**src/rtl/acq_sequencer_pkg.sv**
```systemverilog
// -----------------------------------------------------------------------------
// acq_sequencer_pkg
// Shared definitions for the acquisition sequencer and anything that decodes
// its status readback (e.g. the MCU status register decoder).
//   STATE_W      : width of the encoded state readback
//   acq_state_t  : state encoding, fixed values so software can decode them
// -----------------------------------------------------------------------------
package acq_sequencer_pkg;

    localparam int STATE_W = 3;

    typedef enum logic [STATE_W-1:0] {
        ST_IDLE     = 3'd0,
        ST_PRE_FILL = 3'd1,
        ST_ARMED    = 3'd2,
        ST_POST     = 3'd3,
        ST_DONE     = 3'd4
    } acq_state_t;

endpackage

```
**src/rtl/acq_sequencer_sat_counter.sv**
```systemverilog
// -----------------------------------------------------------------------------
// acq_sequencer_sat_counter  (the sequencer's sat_counter)
// Saturating up-counter with synchronous clear and a terminal-count compare.
//   i_clk, i_rst_n : clock, asynchronous active-low reset
//   i_clr          : synchronous clear to 0 (wins over i_en)
//   i_en           : advance by one; holds at all-ones instead of wrapping
//   i_tc_val       : terminal-count value, compared unsigned, full width
//   o_tc           : count currently equals i_tc_val
// -----------------------------------------------------------------------------
module acq_sequencer_sat_counter #(
    parameter int W = 8
) (
    input  logic         i_clk,
    input  logic         i_rst_n,
    input  logic         i_clr,
    input  logic         i_en,
    input  logic [W-1:0] i_tc_val,
    output logic         o_tc
);

    logic [W-1:0] r_count;

    always_ff @(posedge i_clk or negedge i_rst_n) begin
        if (!i_rst_n) begin
            r_count <= '0;
        end else if (i_clr) begin
            r_count <= '0;
        end else if (i_en && (r_count != '1)) begin
            r_count <= r_count + 1'b1;
        end
    end

    assign o_tc = (r_count == i_tc_val);

endmodule

```
**src/rtl/acq_sequencer.sv**
```systemverilog
// -----------------------------------------------------------------------------
// acq_sequencer
// Logic-analyser acquisition sequencer: pre-trigger fill, arm, post-trigger
// window, then hold the buffer until the MCU has read it.
//
// Optional feature macro: ACQ_AUTO_TIMEOUT_EN
//   defined   -> auto-trigger timeout counter and FORCE_TRIG pulse are built
//   undefined -> o_force_trig tied 0, i_auto_to ignored, ARMED waits forever
//
// Ports
//   i_clk, i_rst_n   : clock, asynchronous active-low reset
//   i_clk_en         : sample strobe; both counters advance only on it
//   i_start, i_stop  : one-cycle arm / abort requests (stop wins)
//   i_single         : 1 = single shot, 0 = re-arm after readout
//   i_read_ack       : MCU finished reading the buffer
//   i_pre_len        : pre-trigger samples, latched on entry to PRE_FILL
//   i_auto_to        : auto-trigger timeout in strobes, latched on entry to
//                      ARMED; 0 = wait for a real trigger only
//   i_sync_state     : trigger occurred
//   i_write_ready    : post-trigger window complete
//   o_start_write    : sample writing enabled (PRE_FILL, ARMED, POST)
//   o_enable_trig    : trigger detection enabled (ARMED)
//   o_force_trig     : one-cycle forced trigger on timeout
//   o_acq_done       : buffer complete, awaiting readout (DONE)
//   o_busy           : not IDLE
//   o_state          : encoded state for status readback
//
// state    | meaning
// IDLE     | waiting for START
// PRE_FILL | filling pre-trigger samples
// ARMED    | trigger detection enabled, optional timeout running
// POST     | trigger seen, filling post-trigger window
// DONE     | buffer complete, waiting for READ_ACK
// -----------------------------------------------------------------------------
module acq_sequencer
    import acq_sequencer_pkg::*;
#(
    parameter int PRE_W = 18,
    parameter int TO_W  = 24
) (
    input  logic               i_clk,
    input  logic               i_rst_n,
    input  logic               i_clk_en,
    input  logic               i_start,
    input  logic               i_stop,
    input  logic               i_single,
    input  logic               i_read_ack,
    input  logic [PRE_W-1:0]   i_pre_len,
    input  logic [TO_W-1:0]    i_auto_to,
    input  logic               i_sync_state,
    input  logic               i_write_ready,
    output logic               o_start_write,
    output logic               o_enable_trig,
    output logic               o_force_trig,
    output logic               o_acq_done,
    output logic               o_busy,
    output logic [STATE_W-1:0] o_state
);

    acq_state_t       r_state;
    logic [PRE_W-1:0] r_pre_len;
    logic             r_start_write;
    logic             r_enable_trig;
    logic             r_acq_done;
    logic             r_busy;

    logic             w_pre_clr;
    logic             w_pre_en;
    logic             w_pre_tc;
    logic [PRE_W-1:0] w_pre_last;

    // Counters are held clear outside their own state, so every entry
    // (START, re-arm, after STOP) starts counting from zero.
    assign w_pre_clr  = (r_state != ST_PRE_FILL);
    assign w_pre_en   = (r_state == ST_PRE_FILL) && i_clk_en;
    assign w_pre_last = r_pre_len - 1'b1;

    acq_sequencer_sat_counter #(.W(PRE_W)) u_pre_cnt (
        .i_clk    (i_clk),
        .i_rst_n  (i_rst_n),
        .i_clr    (w_pre_clr),
        .i_en     (w_pre_en),
        .i_tc_val (w_pre_last),
        .o_tc     (w_pre_tc)
    );

`ifdef ACQ_AUTO_TIMEOUT_EN
    logic [TO_W-1:0] r_auto_to;
    logic            r_force_trig;
    logic            w_to_clr;
    logic            w_to_en;
    logic            w_to_tc;
    logic            w_to_hit;
    logic [TO_W-1:0] w_to_last;

    assign w_to_clr  = (r_state != ST_ARMED);
    assign w_to_en   = (r_state == ST_ARMED) && i_clk_en && (r_auto_to != '0);
    assign w_to_last = r_auto_to - 1'b1;
    // The counter passes the terminal value after the hit and saturates
    // above it, so the pulse cannot repeat within one ARMED visit.
    assign w_to_hit  = w_to_en && w_to_tc;

    acq_sequencer_sat_counter #(.W(TO_W)) u_to_cnt (
        .i_clk    (i_clk),
        .i_rst_n  (i_rst_n),
        .i_clr    (w_to_clr),
        .i_en     (w_to_en),
        .i_tc_val (w_to_last),
        .o_tc     (w_to_tc)
    );

    assign o_force_trig = r_force_trig;
`else
    logic w_unused_auto_to;
    assign w_unused_auto_to = ^i_auto_to;
    assign o_force_trig     = 1'b0;
`endif

    always_ff @(posedge i_clk or negedge i_rst_n) begin
        if (!i_rst_n) begin
            r_state       <= ST_IDLE;
            r_pre_len     <= '0;
            r_start_write <= 1'b0;
            r_enable_trig <= 1'b0;
            r_acq_done    <= 1'b0;
            r_busy        <= 1'b0;
`ifdef ACQ_AUTO_TIMEOUT_EN
            r_auto_to     <= '0;
            r_force_trig  <= 1'b0;
`endif
        end else begin
`ifdef ACQ_AUTO_TIMEOUT_EN
            r_force_trig <= 1'b0;
`endif
            if (i_stop) begin
                r_state       <= ST_IDLE;
                r_start_write <= 1'b0;
                r_enable_trig <= 1'b0;
                r_acq_done    <= 1'b0;
                r_busy        <= 1'b0;
            end else begin
                case (r_state)
                    ST_IDLE: begin
                        if (i_start) begin
                            r_state       <= ST_PRE_FILL;
                            r_pre_len     <= i_pre_len;
                            r_start_write <= 1'b1;
                            r_busy        <= 1'b1;
                        end
                    end
                    ST_PRE_FILL: begin
                        // A zero-length pre-fill arms immediately, no strobe needed.
                        if ((r_pre_len == '0) || (i_clk_en && w_pre_tc)) begin
                            r_state       <= ST_ARMED;
                            r_enable_trig <= 1'b1;
`ifdef ACQ_AUTO_TIMEOUT_EN
                            r_auto_to     <= i_auto_to;
`endif
                        end
                    end
                    ST_ARMED: begin
                        // A real trigger in the timeout cycle suppresses the forced one.
                        if (i_sync_state) begin
                            r_state       <= ST_POST;
                            r_enable_trig <= 1'b0;
                        end
`ifdef ACQ_AUTO_TIMEOUT_EN
                        else if (w_to_hit) begin
                            r_force_trig <= 1'b1;
                        end
`endif
                    end
                    ST_POST: begin
                        if (i_write_ready) begin
                            r_state       <= ST_DONE;
                            r_start_write <= 1'b0;
                            r_acq_done    <= 1'b1;
                        end
                    end
                    ST_DONE: begin
                        if (i_read_ack) begin
                            r_acq_done <= 1'b0;
                            if (i_single) begin
                                r_state <= ST_IDLE;
                                r_busy  <= 1'b0;
                            end else begin
                                r_state       <= ST_PRE_FILL;
                                r_pre_len     <= i_pre_len;
                                r_start_write <= 1'b1;
                            end
                        end
                    end
                    default: begin
                        r_state       <= ST_IDLE;
                        r_start_write <= 1'b0;
                        r_enable_trig <= 1'b0;
                        r_acq_done    <= 1'b0;
                        r_busy        <= 1'b0;
                    end
                endcase
            end
        end
    end

    assign o_start_write = r_start_write;
    assign o_enable_trig = r_enable_trig;
    assign o_acq_done    = r_acq_done;
    assign o_busy        = r_busy;
    assign o_state       = r_state;

endmodule

```
**config.mk**
```make
export PLATFORM = sky130hd
export DESIGN_NAME = acq_sequencer
export DESIGN_NICKNAME = d
export VERILOG_FILES = /design/src/rtl/acq_sequencer_pkg.sv /design/src/rtl/acq_sequencer_sat_counter.sv /design/src/rtl/acq_sequencer.sv
export SDC_FILE = /design/constraint.sdc
export NUM_CORES = 1
export LEC_CHECK = 0
export CORE_MARGIN = 1.5
export CORE_UTILIZATION = 50
export CTS_CLUSTER_DIAMETER = 50
export DETAILED_ROUTE_END_ITERATION = 16
export PLACE_DENSITY = 0.79
export SYNTH_ARGS = -nofsm -noshare
export SYNTH_HDL_FRONTEND = slang
export SYNTH_SLANG_ARGS = --single-unit
```
**constraint.sdc**
```tcl
create_clock -name i_clk -period 3.9 [get_ports i_clk]
set_input_delay 0.39 -clock i_clk [delete_from_list [all_inputs] [get_ports i_clk]]
set_output_delay 0.39 -clock i_clk [all_outputs]
set_load 0.01 [all_outputs]
```
Word level (Yosys, flattened, before mapping)
Index checks and enable logic that the tools add are counted.

Input port bits: 51. Word-level logic and storage cells: 81. Register bits: 43. Output and inout port bits: 8.

Add/sub/neg operators: 2. Equal/unequal tests: 21. Bitwise operators: 1. Reduce and logical (&&, ||, !) cells: 18. Multiplexer cells: 32.

Operators by type and width (count): 18-bit two-way mux (5); 18-bit case mux with 2 select lines (1); 18-bit by 1-bit adder with 18-bit output (second input constant) (1); 18-bit equality test (1); 18-bit logical NOT (1); 3-bit two-way mux (6); 18-bit != test (second input constant) (1); 3-bit != test (second input constant) (6); 18-bit by 1-bit subtractor with 18-bit output (second input constant) (1); 1-bit two-way mux (15); 3-bit case mux with 5 select lines (1); 5-bit AND reduction (3); 1-bit case mux with 3 select lines (3); 3-bit OR reduction (3); 2-bit by 1-bit != test with 1-bit output (second input constant) (4); 3-bit by 2-bit equality test with 1-bit output (second input constant) (2); 2-bit != test (second input constant) (3); 3-bit AND reduction (2); 1-bit case mux with 4 select lines (1); 4-bit AND reduction (1); 2-bit nonzero test (2); 3-bit by 1-bit equality test with 1-bit output (second input constant) (1); 3-bit equality test (second input constant) (1); 1-bit logical AND (3); 6 further kinds (6).

Logic depth before layout (Yosys ltp)
Gate-level depths: netlist of the first run.

Depth after elaboration: 7. Mapped depth: 9. Depth with buffers taken out: 9.

Cells and area by module
From an unflattened synthesis of the first run, not the netlist that was laid out.

Cell total of the unflattened synthesis: 290. Area total of the unflattened synthesis: 2835.2 um^2.

By module, submodules not included: acq_sequencer (seq. area each 625.6 um^2, times used 1, cells each 145, area each 1519.0 um^2); acq_sequencer_sat_counter (seq. area each 450.4 um^2, times used 1, cells each 145, area each 1316.3 um^2).

Least setup slack after synthesis of the first run
No wires, ideal clock.

Path type: register to register. Start point: register r_pre_len[0]. End point: register r_enable_trig, in the netlist o_enable_trig. Setup slack: 1.189 ns. Buffers on the path: 0. Clock period less this slack: 2.711 ns. Data required time: 3.813 ns. Arrival: 2.624 ns. Setup time: 0.087 ns. Cell stages (with the launch flop): 10. Path through: dfrtp_1 > inv_1 > ha_1 > or3b_4 > or3_4 > mux2_4 > o211ai_2 > o21ai_2 > or4_4 > a211oi_2.

Longest elaborated chain between the ends: 6. Elaborated cells between the ends (all ways): 7. Those cells by class: add/sub (1); eq/ne (2); reduce/logical (4).

RTL lines: start, declared (line acq_sequencer.sv:61) `logic [PRE_W-1:0] r_pre_len;`; start signal, assigned (line acq_sequencer.sv:146) `r_pre_len <= i_pre_len;`; start signal, assigned (line acq_sequencer.sv:188) `r_pre_len <= i_pre_len;`; 18-bit by 1-bit subtractor with 18-bit output (line acq_sequencer.sv:76) `assign w_pre_last = r_pre_len - 1'b1;`; 18-bit equality test (line acq_sequencer_sat_counter.sv:33) `assign o_tc = (r_count == i_tc_val);`; 1-bit logical AND (line acq_sequencer.sv:153) `if ((r_pre_len == '0) || (i_clk_en && w_pre_tc)) begin`; 1-bit logical OR * (line acq_sequencer.sv:153); 3-bit by 2-bit != test with 1-bit output (no source line) *; 3-bit AND reduction (no source line) *; end signal, assigned (line acq_sequencer.sv:155) `r_enable_trig <= 1'b1;`; end signal, assigned (line acq_sequencer.sv:165) `r_enable_trig <= 1'b0;`; end signal, assigned (line acq_sequencer.sv:196) `r_enable_trig <= 1'b0;`; end, declared (line acq_sequencer.sv:63) `logic r_enable_trig;`.

Mark *: on every way between the ends. The rest lies on a longest branch, timed or not. A chain may end at the register's enable or synchronous reset.

Worst setup path after layout of the first run
Start point: register r_pre_len[0]. End point: register r_state[1], in the netlist o_state[1].

Longest elaborated chain between the ends: 6. Elaborated cells between the ends (all ways): 7. Those cells by class: add/sub (1); eq/ne (2); reduce/logical (4).

RTL lines: 18-bit by 1-bit subtractor with 18-bit output (line acq_sequencer.sv:76); 18-bit equality test (line acq_sequencer_sat_counter.sv:33); 1-bit logical AND (line acq_sequencer.sv:153); 1-bit logical OR * (line acq_sequencer.sv:153); 3-bit by 2-bit != test with 1-bit output (no source line) *; 5-bit AND reduction (no source line) *; end signal, assigned (line acq_sequencer.sv:154) `r_state <= ST_ARMED;`; end signal, assigned (line acq_sequencer.sv:164) `r_state <= ST_POST;`; end signal, assigned (line acq_sequencer.sv:175) `r_state <= ST_DONE;`; end, declared (line acq_sequencer.sv:60) `acq_state_t r_state;`.

Marked as above.

==> results by stage, run 1 <==
Global routing:
- The global route total overflow is 0.
- The via count of the first global-routing pass came to 2110.
- Entering global routing, the biggest net connects 44 pins.
- Across every metal layer, demand over resource in global routing totals 20.5%.
- The global-route wire length before repair is 9.66 mm.
- The number of antenna violations at the first check in global routing is 0.

Yosys:
- The count of flip-flops with a built-in enable after synthesis is 0.
- The primary flip-flop cell chosen by synthesis mapping is sky130_fd_sc_hd__dfrtp_1.
- Summing the areas of all compound-gate instances in the mapped netlist gives 10.4% of the synthesized area.
- The number of standard cells after synthesis is 284.
- The synthesized netlist devotes 24.1% of its cell area to simple gates.
- The post-synthesis adder-cell area fraction is 1.40%.
- The fraction of synthesis flops using an asynchronous set or reset pin is 100%.
- The mean area per synthesized cell is 9.45 um^2.
- The share of the synthesized netlist area taken by xor and xnor gates is 12.7%.
- The number of register bits inferred by synthesis is 43.
- The proportion of synthesized area in mux cells is 8.02%.
- The synthesis warning total is 0.
- Counting distinct cell types in the post-synthesis netlist gives 54.
- The net count of the mapped netlist is 338.
- The post-synthesis instance area is 2680 um^2.
- The sequential cell area fraction in the yosys report is 40.1%.
- The combinational family with the most area after synthesis is simple AND/OR/NAND/NOR gates.

CTS:
- Gates resized during post-CTS repair numbered 0.
- The count of H-tree levels built during CTS is 2.
- The clock latency on the worst-skew pair is 300 ps.
- Post-CTS timing repair inserted 0 buffers for setup.
- The number of hold buffers added after CTS was 0.
- The clock slew at the register clock pins of the worst setup and hold paths is 80 ps.
- The tree is rooted in a sky130_fd_sc_hd__clkbuf_8.
- No sink is reached through more buffers than the 2 on the longest clock path.
- The number of CTS-inserted buffers is 5.
- TritonCTS built the clock tree.
- The clock net in this run drives a total of 43 sinks.

Power and ir drop:
- Cell internal power was estimated by the tool at 873 uW.
- The share of total power in combinational logic is 24.9%.
- The switching fraction of total power is 30.6%.
- The leakage power of the design is 0.00123 uW.
- The switching power is 385 uW.
- The worst supply voltage drop on vdd is 0.196 mV.
- The total chip power is 1260 uW.
- Of the total power, the clock network draws 28.7%.
- The power density over cell area is 397 nW/um^2.
- The relative contribution of sequential cells to total power is 46.4%.

Drt:
- In this run the remaining antenna-violating nets after routing total 0.
- The count of unresolved DRC violations after routing is 0.
- Dividing the detail-routed via count by the number of cells gives 5.62.
- Summed over all layers, the routed wires come to 5.65 mm.
- The detailed-route via count is 2154.
- The iteration count of the initial detailed-routing pass is 4.
- Dividing the detail-routed wire length by the instance count gives 14.8 um.
- The first routing iteration left 131 violations.

Final layout:
- The layout has 457 filler cells.
- The antenna cell count is 0.
- The final core utilization is 61.7%.
- The net count reported at finish is 366.
- The ratio of cells with drive above 1 in the final layout is 14.1%.
- The growth of design area from synthesis to finish is 18.2%.

Timing:
- The final critical path takes up 74.9% of the cycle.
- The relative slew slack is 36.5%.
- The number of max-slew violations in the final report is 0.
- The highest clock frequency the design can meet is 342 MHz.
- The post-route setup TNS is 0 ps.
- Setup repair after global routing left no endpoint under its margin.
- The transition time at the pin with the least slew margin is 953 ps.
- The count of final setup violators is 0.
- The number of hold-slack violations in the final timing report is 0.
- For the finished layout, the period the worst path requires is 2920 ps.
- The worst-case clock skew is 6.39 ps.

Floorplanning:
- The initial utilization of the core area, before any placement, comes to 52.2%.
- The die is 76.2 um wide.
- The die footprint is 5810 um^2.
- The die is 76.2 um tall.
- The I/O pin count is 59.
- The site row count is 26.
- The area of the core region is 5140 um^2.

Worst setup path:
- The largest fanout on the critical path is 5.
- The required time reported for the critical path endpoint is 4100 ps.
- The endpoint class of the critical path is a flop.
- The type of the setup path with the least slack is reg2reg.
- The signal arrival time at the worst endpoint is 3120 ps.
- The startpoint class of the critical path is a flop.

Status:
- The flow ran to the end, and the final reports show no timing, DRC or antenna violations.

Placed design:
- Summed over all nets, the half-perimeter wirelength after detailed placement is 4.17 mm.
- The number of buffer cells added on primary ports is 33.
- Routability-driven placement finished with a final weighted congestion of 0.868.

Hold path:
- In this run the worst hold path is classified as in2async.

Run:
- The number of max-cap violations is 0.
## power groups by stage
| stage | registers, uW | logic [uW] | clock network, uW |
|---|---|---|---|
| after floorplan | 565 | 233 | 0 |
| after global placement | 586 | 301 | 0 |
| final | 584 | 313 | 361 |
| after CTS | 583 | 315 | 369 |
| after global routing | 594 | 347 | 387 |
| after detailed placement | 591 | 313 | 0 |
## cell usage after synthesis (2+ instances only)
| cell type | number | area, um^2 |
|---|---|---|
| sky130_fd_sc_hd__xor2_1 | 21 | 184 |
| sky130_fd_sc_hd__clkbuf_1 | 10 | 37.5 |
| sky130_fd_sc_hd__or4_4 | 2 | 22.5 |
| sky130_fd_sc_hd__mux2_2 | 16 | 180 |
| sky130_fd_sc_hd__dfrtp_1 | 43 | 1080 |
| sky130_fd_sc_hd__and3_1 | 4 | 25.0 |
| sky130_fd_sc_hd__o211ai_1 | 3 | 22.5 |
| sky130_fd_sc_hd__or3_1 | 5 | 31.3 |
| sky130_fd_sc_hd__o21a_1 | 2 | 15.0 |
| sky130_fd_sc_hd__nand4_1 | 8 | 50.1 |
| sky130_fd_sc_hd__mux2i_1 | 2 | 20.0 |
| sky130_fd_sc_hd__a21oi_1 | 10 | 50.1 |
| sky130_fd_sc_hd__ha_1 | 3 | 37.5 |
| sky130_fd_sc_hd__inv_1 | 7 | 26.3 |
| sky130_fd_sc_hd__nor4_1 | 5 | 31.3 |
| sky130_fd_sc_hd__a31oi_1 | 3 | 18.8 |
| sky130_fd_sc_hd__buf_1 | 2 | 7.51 |
| sky130_fd_sc_hd__xnor2_1 | 18 | 158 |
| sky130_fd_sc_hd__o21ai_0 | 10 | 50.1 |
| sky130_fd_sc_hd__nor2_1 | 35 | 131 |
| sky130_fd_sc_hd__nand3_1 | 14 | 70.1 |
| sky130_fd_sc_hd__or3_4 | 3 | 33.8 |
| sky130_fd_sc_hd__nor3_1 | 7 | 35.0 |
| sky130_fd_sc_hd__nor4b_1 | 2 | 17.5 |
| sky130_fd_sc_hd__nand3b_1 | 2 | 15.0 |
| sky130_fd_sc_hd__nand2b_1 | 2 | 12.5 |
| sky130_fd_sc_hd__nand2_1 | 18 | 67.6 |
## per-layer routing
metal	vias up	GRT usage [%]	share of wire (%)
met5	-	0	0
met4	0	6.11	2.0
met3	14	3.35	4.3
met2	61	34.7	47
met1	1014	26.8	46
li1	1065	-	-
## cells in the final DEF (no fill, tap or decap), types with 8 or more instances in the layout
master                            instances
sky130_fd_sc_hd__nor2_1                  35
sky130_fd_sc_hd__mux2_2                  16
sky130_fd_sc_hd__nand2_1                 18
sky130_fd_sc_hd__clkdlybuf4s50_1         32
sky130_fd_sc_hd__a21oi_1                 10
sky130_fd_sc_hd__xor2_1                  21
sky130_fd_sc_hd__xnor2_1                 18
sky130_fd_sc_hd__nand3_1                 14
sky130_fd_sc_hd__o21ai_0                 10
sky130_fd_sc_hd__nand4_1                  8
sky130_fd_sc_hd__dfrtp_1                 43
## worst max-delay path, stage by stage, from the launching register on
cell and delay, ps:
sky130_fd_sc_hd__dfrtp_1 460, sky130_fd_sc_hd__inv_1 130, sky130_fd_sc_hd__ha_1 210, sky130_fd_sc_hd__or3b_4 420, sky130_fd_sc_hd__or3_4 370, sky130_fd_sc_hd__mux2_4 310
sky130_fd_sc_hd__o211ai_2 80, sky130_fd_sc_hd__o21ai_2 70, sky130_fd_sc_hd__or4_4 570, sky130_fd_sc_hd__o31ai_2 200
## layout make-up
class	instances	area (um^2)	share of cell area, %
Multi-Input combinational cell	220	1520	48.0
Inverter	7	26.3	0.829
Sequential cell	43	1080	33.9
Clock buffer	6	82.6	2.60
Timing Repair Buffer	35	340	10.7
Tap cell	70	87.6	2.76
Clock inverter	2	35.0	1.10
## registers in the layout (all words and copies together) (netlist names)
register           flops
o_enable_trig          1
o_busy                 1
o_start_write          1
r_pre_len             18
o_state                3
o_acq_done             1
u_pre_cnt.r_count     18
## stage by stage
step                      cells  area (um^2)  hold WS [ps]  worst slack [ps]
after floorplan             284         2680          94.4              1190
after global placement      375         3050           520              1050
after detailed placement    375         3050           536              1010
after CTS                   383         3170           274               978
after global routing        383         3170           328               859
final                       383         3170           237               979
## worst paths after layout
kind	slack, ps	to	startpoint	cells after the start
setup reg to reg	980	o_state[1]	r_pre_len[0]	9
setup / recovery	980	o_state[1]	r_pre_len[0]	9
min in group i_clk	540	o_acq_done	o_acq_done	2
hold / removal	240	o_busy	i_rst_n	1
max in group asynchronous	3060	u_pre_cnt.r_count[1]	i_rst_n	1
hold reg to reg	540	o_acq_done	o_acq_done	2
## cells by family after synthesis
logic type / Yosys count
xor gates and xnor gates: 39
other: 1
and+or+nand+nor: 117
AOI/OAI and AO/OA: 41
adders and majority gates: 3
buffers and inverters: 21
DFF: 43
muxes: 19
(Power assumes the default switching activity.)
==> run 2, diff against run 1 <==
==> constraint.sdc (replaced) <==
create_clock -name i_clk -period 2.75 [get_ports i_clk]
set_input_delay 0.275 -clock i_clk [delete_from_list [all_inputs] [get_ports i_clk]]
set_output_delay 0.275 -clock i_clk [all_outputs]
set_load 0.01 [all_outputs]
==> run 2 against run 1 <==
- largest cell class unchanged
- cell area is 5.1% higher
- global-route usage increased by 1.8 points
- final cell count increased by 4.7%
- die area is the same
- combinational power rose by 98%
- highest routed layer unchanged
==> results by stage, run 2 (same netlist as run 1, synthesis figures left out) <==
Final layout:
- The final-layout fill cell count was 452 (was 457).
- The area of all sequential standard cells came to 1080 um^2 (unchanged).
- The leading cell type in the layout, fill and taps excluded is sky130_fd_sc_hd__dfrtp_1 (unchanged).
- The antenna cell count is 0 (unchanged).
- The growth of design area from synthesis to finish is 24.3% (was 18.2%).
- The area taken by multi-input logic gates is 1570 um^2 (was 1520 um^2).
- The final cell count without fillers was 401 (was 383).
- The final core utilization was 64.8% (was 61.7%).
- The final instance area is 3330 um^2 (was 3170 um^2).
- The net count reported at finish is 385 (was 366).
- The ratio of cells with drive above 1 in the final layout came to 21.1% (was 14.1%).
- Top library cells by usage in the layout, fill and taps aside: 43 x sky130_fd_sc_hd__dfrtp_1, 35 x sky130_fd_sc_hd__nor2_1, 32 x sky130_fd_sc_hd__clkdlybuf4s50_1 (unchanged).

Worst setup path:
- The endpoint class of the critical path was a flop (unchanged).
- The stage delay of the slowest cell on the critical path is 550 ps (was 570 ps).
- The startpoint class of the critical path is a flop (unchanged).
- The largest fanout on the critical path is 5 (unchanged).
- The type of the setup path with the least slack is reg2reg (unchanged).
- The slowest cell on the critical path is sky130_fd_sc_hd__or4_4 (unchanged).
- The most numerous cell on the critical path is sky130_fd_sc_hd__or4_4.
- The signal arrival time at the worst endpoint came to 2950 ps (was 3120 ps).
- Cells traversed along the worst timing path: buf_6, or4_4, nor4_4, xor2_1, o221a_2, o21a_1, or4_4, o31ai_2 (was inv_1, ha_1, or3b_4, or3_4, mux2_4, o211ai_2, o21ai_2, or4_4, o31ai_2).
- The required time reported for the critical path endpoint was 2960 ps (was 4100 ps).

Timing:
- The highest clock frequency the design can meet was 365 MHz (was 342 MHz).
- The transition time at the pin with the least slew margin is 965 ps (was 953 ps).
- The count of final setup violators came to 0 (unchanged).
- The number of max-slew violations in the final report came to 0 (unchanged).
- The worst-case clock skew is 4.11 ps (was 6.39 ps).
- The share of the clock period used by the worst path after layout was 99.7% (was 74.9%).
- The relative slew slack was 35.7% (was 36.5%).
- The minimum setup slack in the final design is 6.93 ps (was 979 ps).
- The shortest clock period the worst path allows after layout is 2740 ps (was 2920 ps).
- Setup repair after global routing missed its margin: true (was false).
- The number of hold-slack violations in the final timing report was 0 (unchanged).

Placed design:
- The cell count after placement came to 392 (was 375).
- The number of buffer cells added on primary ports is 33 (unchanged).
- The pre-CTS setup slack is -35.9 ps (was 1010 ps).
- The final weighted congestion in routability-driven placement is 0.904 (was 0.868).
- The HPWL after detailed placement is 4.52 mm (was 4.17 mm).
- The cell area reported after detailed placement was 3180 um^2 (was 3050 um^2).

CTS:
- The number of buffers inserted for hold repair after clock tree synthesis came to 0 (unchanged).
- The count of H-tree levels built during CTS was 2 (unchanged).
- The clock latency on the worst-skew pair is 300 ps (about the same).
- The maximum buffer depth of the clock tree is 2 (unchanged).
- The CTS tree is done (unchanged).
- The number of CTS-inserted buffers came to 5 (unchanged).
- The number of clock sinks seen by CTS came to 43 (unchanged).
- The clock slew at the register clock pins of the worst setup and hold paths is 80 ps (about the same).
- The CTS root buffer was sky130_fd_sc_hd__clkbuf_8 (unchanged).

Drt:
- The post-detailed-route via-to-cell ratio is 5.66 (was 5.62).
- The detailed router's first-iteration violation count is 93 (was 131).
- The count of unresolved DRC violations after routing is 0 (unchanged).
- The average routed wire per standard cell is 15.2 um (was 14.8 um).
- The detailed-route via count is 2270 (was 2154).
- The iteration count of the initial detailed-routing pass came to 4 (unchanged).
- The detailed-route wire length is 6.09 mm (was 5.65 mm).
- The remaining number of nets flagged by the antenna check after routing was 0 (unchanged).

Floorplanning:
- The I/O pin count was 59 (unchanged).
- The site row count is 26 (unchanged).
- The x dimension of the die was 76.2 um (unchanged).
- The die footprint is 5810 um^2 (unchanged).
- The height of the die came to 76.2 um (unchanged).
- The area of the core region was 5140 um^2 (unchanged).
- The effective utilization at floorplan is 52.2% (unchanged).

Hold path:
- The path class of the lowest-slack min-delay path is in2async (unchanged).

Global routing:
- The number of antenna violations at the first check in global routing is 0 (unchanged).
- The maximum number of pins on one net before global-route repair is 44 (unchanged).
- The global route total overflow is 0 (unchanged).
- The global-route wire length before repair is 10.4 mm (was 9.66 mm).
- The via count of the first global-routing pass is 2251 (was 2110).
- The global router's overall resource usage is 22.3% (was 20.5%).

Run:
- The number of max-cap violations came to 0 (unchanged).

Power and ir drop:
- The worst supply voltage drop on vdd is 0.304 mV (was 0.196 mV).
- The leakage power of the design came to 0.00132 uW (was 0.00123 uW).
- The power density over cell area is 545 nW/um^2 (was 397 nW/um^2).

Status:
- Status: finished clean (unchanged).
-- run 2: cell count changes in the layout (fill, tap and decap cells not counted), sizes merged --
cell / delta
buf: +19
bufinv: -1
-- run 2: power breakdown --
part / total, uW / switching, uW / internal, uW
sequential: 782 / 75.5 / 706
combinational: 620 / 291 / 329
clock: 415 / 217 / 197
-- run 2: area by class of cell --
| type | count | share of cell area, % |
|---|---|---|
| flip-flops and latches | 43 | 32.3 |
| well taps | 70 | 2.63 |
| clock buffers | 6 | 2.48 |
| clock inverters | 1 | 0.150 |
| inverters | 7 | 0.788 |
| repair buffers | 54 | 14.6 |
| multi-input cells | 220 | 47.1 |
-- run 2: critical path: cells and delay by family, from the launching register on --
kind                   cells  cell delay, ps
AND/OR/NAND/NOR            3            1330
buffers and inverters      1             130
flip-flops                 1             410
XOR/XNOR                   1             120
AO/OA/AOI/OAI              3             640
-- run 2: what timing repair did --
item | CTS | global route
pin swaps | 2 | 6
buffers inserted | 0 | 2
setup endpoints to repair | 3 | 3
gates resized for setup | 4 | 7
-- run 2: final timing paths --
| check | from | slack (ps) | depth (start not counted) | endpoint |
|---|---|---|---|---|
| worst max-delay path | r_pre_len[0] | 7 | 8 | o_state[1] |
| worst min-delay path | i_rst_n | 110 | 1 | o_busy |
| worst max register to register | r_pre_len[0] | 7 | 8 | o_state[1] |
| worst min register to register | o_acq_done | 550 | 2 | o_acq_done |
| max in group asynchronous | i_rst_n | 2030 | 1 | u_pre_cnt.r_count[4] |
| min in group i_clk | i_pre_len[0] | 540 | 3 | r_pre_len[0] |
-- run 2: metal layers --
| metal | track usage, % | share of wire [%] | wire length (um) | up-vias |
|---|---|---|---|---|
| met1 | 27.2 | 45 | 2710 | 1115 |
| met2 | 38.8 | 51 | 3080 | 46 |
| met4 | 7.22 | 1.4 | 87 | 0 |
| li1 | - | - | - | 1100 |
| met3 | 5.03 | 3.5 | 213 | 9 |
| met5 | 0 | 0 | 0 | - |
-- run 2: through the flow --
stage                     TNS (ps)  power (uW)  hold slack (ps)
after global routing         -91.0        1920              204
after floorplan                  0        1130            -20.6
after CTS                        0        1790              164
final                            0        1820              111
after detailed placement     -43.4        1370              483
after global placement           0        1350              476
==> run 3, diff against run 2 <==
--- a/config.mk
+++ b/config.mk
@@ -5,11 +5,12 @@
 export SDC_FILE = /design/constraint.sdc
 export NUM_CORES = 1
 export LEC_CHECK = 0
+export ABC_AREA = 1
 export CORE_MARGIN = 1.5
-export CORE_UTILIZATION = 50
+export CORE_UTILIZATION = 45
 export CTS_CLUSTER_DIAMETER = 50
 export DETAILED_ROUTE_END_ITERATION = 16
-export PLACE_DENSITY = 0.79
+export PLACE_DENSITY = 0.78
 export SYNTH_ARGS = -nofsm -noshare
 export SYNTH_HDL_FRONTEND = slang
 export SYNTH_SLANG_ARGS = --single-unit
==> run 3 against run 2 <==
- core utilization fell by 12 points
- count of clock-buffer cells in the layout did not move
- hold slack improved by 22 ps
- critical path depth rose by 3
- largest power group is now combinational cells
==> results by stage, run 3 <==
Floorplanning:
- The site row count is 29 (was 26).
- The area of the core region is 6310 um^2 (was 5140 um^2).
- The x dimension of the die is 83.5 um (was 76.2 um).
- The die footprint is 6980 um^2 (was 5810 um^2).
- The effective utilization at floorplan is 46.2% (was 52.2%).
- The height of the die is 83.5 um (was 76.2 um).
- The I/O pin count is 59 (unchanged).

CTS:
- The number of buffers inserted for hold repair after clock tree synthesis is 0 (unchanged).
- The CTS root buffer is sky130_fd_sc_hd__clkbuf_8 (unchanged).
- The count of H-tree levels built during CTS is 2 (unchanged).
- The number of post-CTS setup repair buffers is 0 (unchanged).
- The number of clock sinks seen by CTS was 43 (unchanged).
- The clock latency on the worst-skew pair is 300 ps (about the same).
- The maximum buffer depth of the clock tree was 2 (unchanged).
- The post-cts repair resize count is 0 (was 4).
- The CTS tree is done (unchanged).
- The number of CTS-inserted buffers is 5 (unchanged).
- The clock slew at the register clock pins of the worst setup and hold paths came to 80 ps (about the same).

Drt:
- The detailed router's first-iteration violation count is 147 (was 93).
- The detailed-route via count is 2737 (was 2270).
- The remaining number of nets flagged by the antenna check after routing is 0 (unchanged).
- The post-detailed-route via-to-cell ratio is 5.22 (was 5.66).
- The average routed wire per standard cell is 13.1 um (was 15.2 um).
- The iteration count of the initial detailed-routing pass is 4 (unchanged).
- The count of unresolved DRC violations after routing is 0 (unchanged).
- The detailed-route wire length is 6.85 mm (was 6.09 mm).

Timing:
- The worst-case clock skew is 9.15 ps (was 4.11 ps).
- The post-route setup TNS is 0 ps (unchanged).
- Setup repair after global routing missed its margin: false (was true).
- The relative slew slack is 33.5% (was 35.7%).
- The transition time at the pin with the least slew margin is 997 ps (was 965 ps).
- The highest clock frequency the design can meet was 443 MHz (was 365 MHz).
- The count of final setup violators came to 0 (unchanged).
- The share of the clock period used by the worst path after layout is 82.0% (was 99.7%).
- The final worst hold slack was 133 ps (was 111 ps).
- The shortest clock period the worst path allows after layout came to 2250 ps (was 2740 ps).
- The number of hold-slack violations in the final timing report is 0 (unchanged).
- The number of max-slew violations in the final report is 0 (unchanged).
- The minimum setup slack in the final design was 495 ps (was 6.93 ps).

Power and ir drop:
- The power density over cell area is 852 nW/um^2 (was 545 nW/um^2).
- The switching fraction of total power is 45.6% (was 32.2%).
- The leakage power of the design came to 0.00158 uW (was 0.00132 uW).
- The internal cell power is 1560 uW (was 1230 uW).
- The total chip power came to 2860 uW (was 1820 uW).
- The relative contribution of sequential cells to total power was 35.3% (was 43.0%).
- The switching power came to 1300 uW (was 584 uW).
- The worst supply voltage drop on vdd is 0.395 mV (was 0.304 mV).
- The share of total power in combinational logic came to 51.2% (was 34.1%).
- The clock group share of total power is 13.5% (was 22.8%).

Placed design:
- The final weighted congestion in routability-driven placement is 0.942 (was 0.904).
- The pre-CTS setup slack came to 487 ps (was -35.9 ps).
- The number of buffer cells added on primary ports was 33 (unchanged).
- The HPWL after detailed placement was 5.28 mm (was 4.52 mm).

Worst setup path:
- The signal arrival time at the worst endpoint is 2450 ps (was 2950 ps).
- The stage delay of the slowest cell on the critical path is 490 ps (was 550 ps).
- The startpoint class of the critical path is a flop (unchanged).
- Cells traversed along the worst timing path: ha_1, nand3_1, nor3_1, nand3_1, nand2_1, nand2_1, nand3_1, inv_1, nand2_1, a21oi_1, o21a_1 (was buf_6, or4_4, nor4_4, xor2_1, o221a_2, o21a_1, or4_4, o31ai_2).
- The type of the setup path with the least slack was reg2reg (unchanged).
- The largest fanout on the critical path came to 11 (was 5).
- The slowest cell on the critical path is sky130_fd_sc_hd__dfrtp_1 (was sky130_fd_sc_hd__or4_4).
- The endpoint class of the critical path is a flop (unchanged).
- The required time reported for the critical path endpoint is 2940 ps (was 2960 ps).

Yosys:
- The number of library cell types mapped by synthesis is 34 (was 54).
- The count of flip-flops with a built-in enable after synthesis was 0 (unchanged).
- The cell accounting for the most synthesized area is sky130_fd_sc_hd__dfrtp_1 (unchanged).
- The fraction of synthesis flops using an asynchronous set or reset pin was 100% (unchanged).
- The synthesis warning total came to 0 (unchanged).
- Top post-synthesis cells by area: sky130_fd_sc_hd__dfrtp_1 37%, sky130_fd_sc_hd__nand2_1 13%, sky130_fd_sc_hd__nor2_1 7.7% (was sky130_fd_sc_hd__dfrtp_1 40%, sky130_fd_sc_hd__xor2_1 6.9%, sky130_fd_sc_hd__mux2_2 6.7%).
- The primary flip-flop cell chosen by synthesis mapping was sky130_fd_sc_hd__dfrtp_1 (unchanged).
- The net count of the mapped netlist came to 469 (was 338).
- The post-synthesis instance area is 2920 um^2 (was 2680 um^2).
- The number of standard cells after synthesis is 415 (was 284).
- The sequential cell area fraction in the yosys report is 36.9% (was 40.1%).
- The number of register bits inferred by synthesis was 43 (unchanged).
- The area fraction of the dominant cell type after synthesis is 36.9% (was 40.1%).
- Synth top cells by count: 104 x sky130_fd_sc_hd__nand2_1, 60 x sky130_fd_sc_hd__nor2_1, 54 x sky130_fd_sc_hd__inv_1 (was 43 x sky130_fd_sc_hd__dfrtp_1, 35 x sky130_fd_sc_hd__nor2_1, 21 x sky130_fd_sc_hd__xor2_1).
- The library cell with the highest instance count after synthesis is sky130_fd_sc_hd__nand2_1 (was sky130_fd_sc_hd__dfrtp_1).
- The mean area per synthesized cell was 7.03 um^2 (was 9.45 um^2).

Final layout:
- The growth of design area from synthesis to finish is 15.2% (was 24.3%).
- The net count reported at finish is 502 (was 385).
- The leading cell type in the layout, fill and taps excluded is sky130_fd_sc_hd__nand2_1 (was sky130_fd_sc_hd__dfrtp_1).
- The antenna cell count is 0 (unchanged).
- The ratio of cells with drive above 1 in the final layout is 8.95% (was 21.1%).
- Top library cells by usage in the layout, fill and taps aside: 104 x sky130_fd_sc_hd__nand2_1, 60 x sky130_fd_sc_hd__nor2_1, 54 x sky130_fd_sc_hd__inv_1 (was 43 x sky130_fd_sc_hd__dfrtp_1, 35 x sky130_fd_sc_hd__nor2_1, 32 x sky130_fd_sc_hd__clkdlybuf4s50_1).

Global routing:
- The number of antenna violations at the first check in global routing is 0 (unchanged).
- The global-route wire length before repair is 11.4 mm (was 10.4 mm).
- The maximum number of pins on one net before global-route repair is 44 (unchanged).
- The global route total overflow is 0 (unchanged).
- The via count of the first global-routing pass is 2671 (was 2251).
- The global router's overall resource usage is 20.4% (was 22.3%).

Status:
- Status: finished clean (unchanged).

Run:
- The number of max-cap violations is 0 (unchanged).

Hold path:
- The path class of the lowest-slack min-delay path is in2async (unchanged).
-- run 3: critical path: cells and delay by family (launching register included) --
kind / cells / cell delay (ps)
compound gates: 2 / 180
fa+ha+maj: 1 / 270
buf+inv: 1 / 100
flops: 1 / 490
simple gates: 7 / 1110
-- run 3: power by group through the flow --
stage | combinational (uW) | sequential [uW] | clock (uW)
global route | 1660 | 1040 | 416
floorplan | 1120 | 990 | 0
detailed placement | 1470 | 1020 | 0
CTS | 1470 | 1010 | 391
finish | 1470 | 1010 | 385
global placement | 1420 | 1020 | 0
-- run 3: layout make-up --
type                            count  area (um^2)
Sequential cell                    43         1080
Timing Repair Buffer               34          333
Inverter                           60          225
Fill cell                         596         2950
Multi-Input combinational cell    304         1560
Tap cell                           77         96.3
Clock buffer                        6         72.6
-- run 3: worst paths after layout --
kind / to / slack (ps) / depth (start not counted) / start
min reg2reg: o_enable_trig / 500 / 2 / o_enable_trig
min: r_pre_len[6] / 130 / 1 / i_rst_n
max in group asynchronous: u_pre_cnt.r_count[13] / 1990 / 1 / i_rst_n
max: u_pre_cnt.r_count[14] / 500 / 11 / u_pre_cnt.r_count[0]
min in group i_clk: o_enable_trig / 500 / 2 / o_enable_trig
max reg2reg: u_pre_cnt.r_count[14] / 500 / 11 / u_pre_cnt.r_count[0]
-- run 3: cells by family (layout without fill, tap and decap cells) --
family | count (synthesis) | after routing | synth area share [%]
XOR/XNOR | 18 | 18 | 5.40
buffers and inverters | 68 | 100 | 9.73
other | 1 | 1 | 0.129
adder cells (fa/ha/maj) | 3 | 3 | 1.29
AO/OA/AOI/OAI | 59 | 59 | 12.9
flip-flops | 43 | 43 | 36.9
AND/OR/NAND/NOR | 223 | 223 | 33.7
-- run 3: stage by stage --
stage,cells,cell area [um^2],util [%]
2_1_floorplan,415,2920,-
3_3_place_gp,518,3290,52.1
3_5_place_dp,518,3290,52.1
4_1_cts,524,3360,53.2
5_1_grt,524,3360,53.2
6_report,524,3360,53.2
-- run 3: metal layers --
layer | GRT usage (%) | part of all wire, % | up-vias
met1 | 24.5 | 44 | 1283
met5 | 0 | 0 | -
met4 | 10.3 | 3.1 | 0
met3 | 3.86 | 5.0 | 19
li1 | - | - | 1375
met2 | 35.1 | 48 | 60
